File: src/rtl/ac97_cmd_scheduler.sv
// AC97 codec command scheduler: reset/power-up sequencing, init table, then volume/external write arbitration.
// Define AC97_SCHED_RR_EN for round-robin arbitration between volume and external writes (default: volume first).
module ac97_cmd_scheduler #(
    parameter int RESET_HOLD_CYCLES      = 1_000,
    parameter int POWERUP_TIMEOUT_CYCLES = 33_000_000
) (
    input  logic        clk,
    input  logic        reset_b,
    input  logic        codec_ready,
    input  logic [3:0]  volume_control,
    input  logic        reinit,
    input  logic        ext_req,
    input  logic [6:0]  ext_addr,
    input  logic [15:0] ext_data,
    output logic        ext_ack,
    output logic        cmd_valid,
    output logic [6:0]  cmd_addr,
    output logic [15:0] cmd_data,
    input  logic        cmd_ready,
    output logic        codec_reset_b,
    output logic        init_done,
    output logic        init_error
);
    // state | meaning
    // HOLD  | codec held in reset for RESET_HOLD_CYCLES
    // WAIT  | codec released, waiting for synced codec_ready or timeout
    // INIT  | playing the four-entry init table
    // IDLE  | arbitrating volume / external / reinit
    // VOL0  | writing master volume (0x02)
    // VOL1  | writing headphone volume (0x04)
    // EXT   | forwarding one external write
    typedef enum logic [2:0] {S_HOLD, S_WAIT, S_INIT, S_IDLE, S_VOL0, S_VOL1, S_EXT} state_t;

    localparam logic [31:0] HOLD_LAST = 32'(RESET_HOLD_CYCLES - 1);
    localparam logic [31:0] WAIT_LAST = 32'(POWERUP_TIMEOUT_CYCLES - 1);

    state_t      state, state_next;
    logic [31:0] cnt;
    logic [1:0]  idx;
    logic        ready_meta, ready_sync;
    logic [3:0]  vol_snap, last_sent;
    logic        reinit_pend;
    logic        rr_last_vol;
    logic        xfer, vol_pend, grant_vol;
    logic        load, drop;
    logic [6:0]  ld_addr;
    logic [15:0] ld_data;

    function automatic logic [15:0] vol_word(input logic [3:0] v);
        logic [4:0] a;
        a = 5'd30 - {v, 1'b0};
        return (v == 4'd0) ? 16'h8000 : {3'b000, a, 3'b000, a};
    endfunction

    assign xfer     = cmd_valid && cmd_ready;
    assign vol_pend = volume_control != last_sent;
`ifdef AC97_SCHED_RR_EN
    assign grant_vol = vol_pend && (!ext_req || !rr_last_vol);
`else
    assign grant_vol = vol_pend;
`endif

    always_comb begin
        state_next = state;
        load       = 1'b0;
        drop       = 1'b0;
        ld_addr    = 7'h00;
        ld_data    = 16'h0000;
        case (state)
            S_HOLD: if (cnt == HOLD_LAST) state_next = S_WAIT;
            S_WAIT: begin
                if (ready_sync) begin
                    state_next = S_INIT;
                    load       = 1'b1;
                end else if (cnt == WAIT_LAST) begin
                    state_next = S_HOLD;
                end
            end
            S_INIT: begin
                if (xfer) begin
                    if (idx == 2'd3) begin
                        state_next = S_IDLE;
                        drop       = 1'b1;
                    end else begin
                        load = 1'b1;
                        case (idx)
                            2'd0:    begin ld_addr = 7'h02; ld_data = vol_word(vol_snap); end
                            2'd1:    begin ld_addr = 7'h04; ld_data = vol_word(vol_snap); end
                            default: begin ld_addr = 7'h18; ld_data = 16'h0808; end
                        endcase
                    end
                end
            end
            S_IDLE: begin
                if (reinit || reinit_pend) begin
                    state_next = S_HOLD;
                end else if (grant_vol) begin
                    state_next = S_VOL0;
                    load       = 1'b1;
                    ld_addr    = 7'h02;
                    ld_data    = vol_word(volume_control);
                end else if (ext_req) begin
                    state_next = S_EXT;
                    load       = 1'b1;
                    ld_addr    = ext_addr;
                    ld_data    = ext_data;
                end
            end
            S_VOL0: begin
                if (xfer) begin
                    state_next = S_VOL1;
                    load       = 1'b1;
                    ld_addr    = 7'h04;
                    ld_data    = vol_word(vol_snap);
                end
            end
            S_VOL1, S_EXT: begin
                if (xfer) begin
                    state_next = S_IDLE;
                    drop       = 1'b1;
                end
            end
            default: state_next = S_HOLD;
        endcase
    end

    always_ff @(posedge clk or negedge reset_b) begin
        if (!reset_b) begin
            state         <= S_HOLD;
            cnt           <= 32'd0;
            idx           <= 2'd0;
            ready_meta    <= 1'b0;
            ready_sync    <= 1'b0;
            vol_snap      <= 4'd0;
            last_sent     <= 4'd0;
            reinit_pend   <= 1'b0;
            rr_last_vol   <= 1'b0;
            cmd_valid     <= 1'b0;
            cmd_addr      <= 7'h00;
            cmd_data      <= 16'h0000;
            codec_reset_b <= 1'b0;
            init_done     <= 1'b0;
            init_error    <= 1'b0;
            ext_ack       <= 1'b0;
        end else begin
            state         <= state_next;
            ready_meta    <= codec_ready;
            ready_sync    <= ready_meta;
            codec_reset_b <= state_next != S_HOLD;
            ext_ack       <= (state == S_EXT) && xfer;
            if (state_next != state) cnt <= 32'd0;
            else if (cnt != 32'hFFFF_FFFF) cnt <= cnt + 32'd1;

            if (load) begin
                cmd_valid <= 1'b1;
                cmd_addr  <= ld_addr;
                cmd_data  <= ld_data;
            end else if (drop) begin
                cmd_valid <= 1'b0;
            end

            if (state == S_WAIT && state_next == S_HOLD) init_error <= 1'b1;
            if (state == S_WAIT && state_next == S_INIT) begin
                idx      <= 2'd0;
                vol_snap <= volume_control;
            end
            if (state == S_INIT && xfer) begin
                if (idx != 2'd3) idx <= idx + 2'd1;
                else begin
                    init_done <= 1'b1;
                    last_sent <= vol_snap;
                end
            end
            if (state == S_VOL1 && xfer) last_sent <= vol_snap;

            if (state == S_IDLE) begin
                case (state_next)
                    S_HOLD: begin
                        init_done   <= 1'b0;
                        reinit_pend <= 1'b0;
                    end
                    S_VOL0: begin
                        vol_snap    <= volume_control;
                        rr_last_vol <= 1'b1;
                    end
                    S_EXT:   rr_last_vol <= 1'b0;
                    default: ;
                endcase
            end else if (reinit && (state == S_VOL0 || state == S_VOL1 || state == S_EXT)) begin
                reinit_pend <= 1'b1;
            end
        end
    end
endmodule

File: config.mk
export PLATFORM = sky130hd
export DESIGN_NAME = ac97_cmd_scheduler
export DESIGN_NICKNAME = d
export VERILOG_FILES = /design/src/rtl/ac97_cmd_scheduler.sv
export SDC_FILE = /design/constraint.sdc
export NUM_CORES = 1
export LEC_CHECK = 0
export ABC_AREA = 1
export BUFFER_PORTS_ARGS = -buffer_cell sky130_fd_sc_hd__buf_2
export CORE_MARGIN = 1
export CORE_UTILIZATION = 50
export DETAILED_ROUTE_END_ITERATION = 8
export GPL_TIMING_DRIVEN = 0
export PLACE_DENSITY = 0.7
export SETUP_SLACK_MARGIN = 0.5
export SYNTH_ARGS = -nofsm -noshare
export SYNTH_HDL_FRONTEND = slang
export SYNTH_SLANG_ARGS = --single-unit
File: constraint.sdc
create_clock -name clk -period 1.8 [get_ports clk]
set_input_delay 0.18 -clock clk [delete_from_list [all_inputs] [get_ports clk]]
set_output_delay 0.18 -clock clk [all_outputs]
set_load 0.02 [all_outputs]
### After elaboration in Yosys (flattened, before gate mapping)

Cells that the tools add are included.

* bits in latches: 0
* bits in read-only memories: 0
* logic and storage cells: 121
* bits in writable memories: 0
* input bits: 33
* memories kept: 0
* output and inout port bits: 28
* register bits: 76

* add/subtract/negate cells: 4
* $lt $le $gt $ge: 0
* bitwise gates (word level): 0
* divide/modulo/power cells: 0
* multipliers: 0
* shifts and indexed selects: 0
* equality and inequality tests: 18
* multiplexer cells: 60
* reductions and logical operators: 24

Operators with widths (number)
* $mux W16: 9
* $mux W32: 2
* $pmux W16 S3: 1
* $mux W3: 11
* $add A32 B1 Y32 const B: 1
* $eq A32 B10 Y1 const B: 1
* $eq A32 B25 Y1 const B: 1
* $ne A32 B32 Y1 const B: 1
* $mux W4: 6
* $mux W7: 3
* $pmux W7 S3: 1
* $mux W1: 18
* $pmux W3 S6: 1
* $eq A3 B3 Y1 const B: 4
* $mux W5: 2
* $pmux W5 S2: 1
* $sub A5 B5 Y5 const A: 2
* $eq A3 B2 Y1 const B: 3
* $logic_not A4 Y1: 2
* $reduce_bool A2 Y1: 4
* $logic_and A1 B1 Y1: 7
* $logic_not A3 Y1: 2
* $mux W2: 3
* $ne A2 B2 Y1 const B: 2
* 14 further kinds: 18

### Depth between registers and ports, before layout

* depth after elaboration: 9
* depth in mapped cells: 13
* depth with buffers taken out: 13

### Least setup slack after synthesis

Ideal clock, no wire load.

* path kind: register -> register
* start: reg cnt[0]
* end: reg cnt[15]
* setup time: 131 ps
* data arrival time: 1737 ps
* path buffers: 1
* slack: -69 ps
* data required time: 1669 ps
* cell stages (with the launch flop): 14
* cell sequence: dfrtp_1 ha_1 nand2_1 nor2_4 nand3_1 nor2_1 nand2_1 nand2_1 nand2_1 o21ai_2 nand2_1 nand2_4 buf_6 a21oi_1

* longest elaborated chain between the ends: 6

RTL lines
* start: declaration: RTL line 38 `logic [31:0] cnt;`
* start signal: assignment: RTL line 152 `else if (cnt != 32'hFFFF_FFFF) cnt <= cnt + 32'd1;`
* $eq A32 B25 Y1: RTL line 75 `end else if (cnt == WAIT_LAST) begin`
* $mux W3: RTL line 75
* $mux W3: RTL line 72 `if (ready_sync) begin`
* $pmux W3 S6: RTL line 69 `case (state)`
* $ne A3 B3 Y1: RTL line 151 `if (state_next != state) cnt <= 32'd0;`
* $mux W32 or $reduce_bool A2 Y1 (tied branches)

Several ways; a longest one is shown, not always the timed one. The select of a mux whose other input is x is not followed.
A chain may end at the register's enable or synchronous reset.

### Worst setup path after layout

* start: reg cnt[0]
* end: reg cnt[3]

The elaborated chain is that of the path after synthesis.

==> flow_metrics.tcl <==
set metrics [dict create \
    status "finished, violations left" \
    failed_checks "setup timing" \
    fin_nets 715 \
    dpl_cell_area_sq_mm 0.00487 \
    yosys-top-cells-area "sky130_fd_sc_hd__dfrtp_1 44%, sky130_fd_sc_hd__nand2_1 11%, sky130_fd_sc_hd__nor2_1 6.3%" \
    wl_per_cell_microns 16.6 \
    post-place-ws_ns -0.593 \
    synth_area_leader_cell "sky130_fd_sc_hd__dfrtp_1" \
    drtIter0Drc 326 \
    worst-setup-path-type "register to register" \
    first_pass_grt_wire_length_microns 19900 \
    design_area_sq_mm 0.00625 \
    final_layout_size_suffix_gt1_share_pct 42.9 \
    routabilityCongestion 0.952 \
    die_w_microns 95.0 \
    synthCells 547 \
    cts_made_buffers 9 \
    max_vdd_drop_mv 0.952 \
    critical_path_required_time_ns 2.05 \
    clkLatencyLatePin_ns 0.36 \
    mappedNetlistNets 586 \
    fin_crit_ns 2.05 \
    yosysUniqueCellTypes 39 \
    ys.flop_type "sky130_fd_sc_hd__dfrtp_1" \
    critPathCaptureType "register" \
    dieArea_sq_mm 0.00902 \
    worst_slack_ns -0.246 \
    post_layout_nonfiller_instances 786 \
    hold_path.class "primary input to register" \
    timing.final.hold_violations 0 \
    area_of_combinational_cells_with_multiple_inputs_sq_mm 0.00265 \
    finalClockSkew_ns 0.0103 \
    netlist_area_sq_mm 0.00432 \
    largest_net_degree_at_the_start_of_global_routing 42 \
    synth_top_cell_area_share_pct 44.0 \
    crit_path_max_fanout 5 \
    grt_setup_unrepaired "yes" \
    grt_antenna_before_repair 0 \
    track_usage_pct 29.4 \
    start_util_pct 52.1 \
    clock_tree_root_buffer_cell "sky130_fd_sc_hd__clkbuf_8" \
    number_of_buffers_on_the_longest_clock_path 2 \
    power.density_cell_area_mw_per_mm2 1330 \
    total_leakage_power_nw 3.03 \
    synth_sequential_area_ratio_pct 44.0 \
    io_buffers 60 \
    total_power_mw 8.28 \
    area_delta_synth_final_pct 44.4 \
    synth-warning-count 0 \
    yosys_register_bits 76 \
    die_h_microns 95.0 \
    synthesis.area_per_instance_sq_um 7.91 \
    placed_instances 713 \
    startpoint_type "register" \
    filler_cell_count 577 \
    ioPinCount 61 \
    route.vias.total 4357 \
    grt_overflow_total 0 \
    slew_violations 0 \
    detail_route.first_pass.iterations 5 \
    drtAntennaViolNets 0 \
    synth-edff-count 0 \
    fin_tns_setup_ns -8.45 \
    post-route-period-util_pct 114 \
    fraction_of_registers_with_async_set_or_reset_after_synthesis_pct 100 \
    fp-row-count 33 \
    maxSlewHeadroom_pct 66.5 \
    fmax_mhz 489 \
    worst_setup_hold_path_clk_slew_ns 0.09 \
    coreArea_sq_mm 0.00830 \
    seqCellArea_sq_mm 0.00191 \
    cts_tree "done" \
    timing.max_cap.violations 0 \
    worst-endpoint-arrival_ns 2.30 \
    drc 0 \
    detailedPlacementHpwl_microns 8240 \
    tightest_pin_transition_ns 0.498 \
    htreeDepth 3 \
    final-setup-viol-count 41 \
    grt_pass1_vias 4024 \
    wirelength_microns 13000 \
    drt-vias-per-instance 5.54 \
    antenna_cells 0 \
    cts_num_sinks 76 \
]
==> state kept, by name, indices dropped and copies added, names as in the netlist, 2 cells and up <==
name and flops:
cnt 32, cmd_data 16, cmd_addr 7, last_sent 4
vol_snap 4, state 3, idx 2
==> synthesized netlist by cell type (all sizes together), types with 2 or more instances <==
cell type	count
nand2	132
nor2	80
dfrtp	76
inv	62
nand3	46
o21ai	25
a21oi	21
nor3	19
xor2	19
nand4	14
a22o	9
buf	9
ha	6
xnor2	6
o211ai	5
nor4	4
a21boi	3
o21bai	2
o31ai	2
or2	2
==> final cells by class <==
cell class                      count  area share [%]
Multi-Input combinational cell    399            42.5
Sequential cell                    76            30.6
Timing Repair Buffer              118            15.0
Inverter                           62            4.05
Tap cell                          105            2.10
Buffer                             10            2.08
Clock buffer                        9            1.98
Clock inverter                      7            1.68
==> cells by family (layout without fill, tap and decap cells) <==
group	Yosys count	count (layout)	share of synthesized area, %
simple gates	298	298	31.2
xor+xnor	25	25	5.06
flops	76	76	44.0
fa+ha+maj	6	6	1.74
mux	1	1	0.260
compound gates	69	69	10.7
buf+inv	72	206	7.03
==> final timing paths <==
path	startpoint	to	slack (ns)	depth (start not counted)
min in group asynchronous	reset_b	cnt[29]	0.31	2
worst min-delay path	ext_data[12]	cmd_data[12]	0.03	3
max in group asynchronous	reset_b	init_done	0.89	3
worst max-delay path	cnt[0]	cnt[3]	-0.25	15
worst max register to register	cnt[0]	cnt[3]	-0.25	15
worst min register to register	ready_meta	ready_sync	0.35	0
==> power breakdown <==
group	leakage (nW)	internal [mW]	total (mW)	switching, mW
clock	0.113	0.805	1.54	0.731
combinational	1.92	2.13	4.42	2.29
sequential	1.00	2.02	2.32	0.302
==> worst max-delay path, cell delays in order, from the launching register on <==
cell,delay (ns)
sky130_fd_sc_hd__dfrtp_2,0.40
sky130_fd_sc_hd__ha_4,0.16
sky130_fd_sc_hd__nand2_4,0.05
sky130_fd_sc_hd__nor2_4,0.13
sky130_fd_sc_hd__buf_6,0.12
sky130_fd_sc_hd__nand3_2,0.06
sky130_fd_sc_hd__nor2_2,0.11
sky130_fd_sc_hd__nand2_1,0.09
sky130_fd_sc_hd__nand2_1,0.10
sky130_fd_sc_hd__nand2_2,0.08
sky130_fd_sc_hd__o21ai_4,0.16
sky130_fd_sc_hd__nand2_2,0.08
sky130_fd_sc_hd__nand2_4,0.10
sky130_fd_sc_hd__buf_12,0.12
sky130_fd_sc_hd__clkbuf_16,0.15
sky130_fd_sc_hd__a21oi_2,0.03
==> metrics by stage <==
stage               utilization [%]  hold slack [ns]
floorplan                         -           -0.116
global placement               58.5            0.288
detailed placement             58.7            0.175
CTS                            72.2           0.0308
global route                   75.3           0.0274
finish                         75.3           0.0341
==> layer usage <==
metal,up-vias,routed length [microns],track usage (%)
met3,36,924,3.78
met5,-,0,0
met2,213,6030,44.0
li1,2048,-,-
met1,2060,5710,42.5
met4,0,384,13.0
==> cells in the final DEF (no fill, tap or decap), drive strengths merged <==
| cell | count |
|---|---|
| o21bai | 2 |
| nand2 | 132 |
| inv | 66 |
| nand3b | 1 |
| nor2 | 80 |
| nor3 | 19 |
| o21ai | 25 |
| o31ai | 2 |
| dfrtp | 76 |
| clkinvlp | 1 |
| mux2 | 1 |
| ha | 6 |
| o41ai | 1 |
| a21boi | 3 |
| xnor2 | 6 |
| dlygate4sd3 | 2 |
| a22o | 9 |
| nand3 | 46 |
| nor4 | 4 |
| a21oi | 21 |
| or2 | 2 |
| a32oi | 1 |
| bufinv | 2 |
| o211ai | 5 |
| clkbuf | 12 |
| nand4 | 14 |
| xor2 | 19 |
| buf | 123 |
==> repair_timing <==
| item | CTS | global route |
|---|---|---|
| hold buffers | 2 | 0 |
| resized for setup | 122 | 50 |
| buffers inserted | 42 | 7 |
| endpoints found under the setup margin | 68 | 72 |
| cloned | 4 | 2 |
| hold endpoints to repair | 36 | 0 |
| pin swaps | 28 | 16 |
Note: power is estimated with default switching activity, not from simulation.
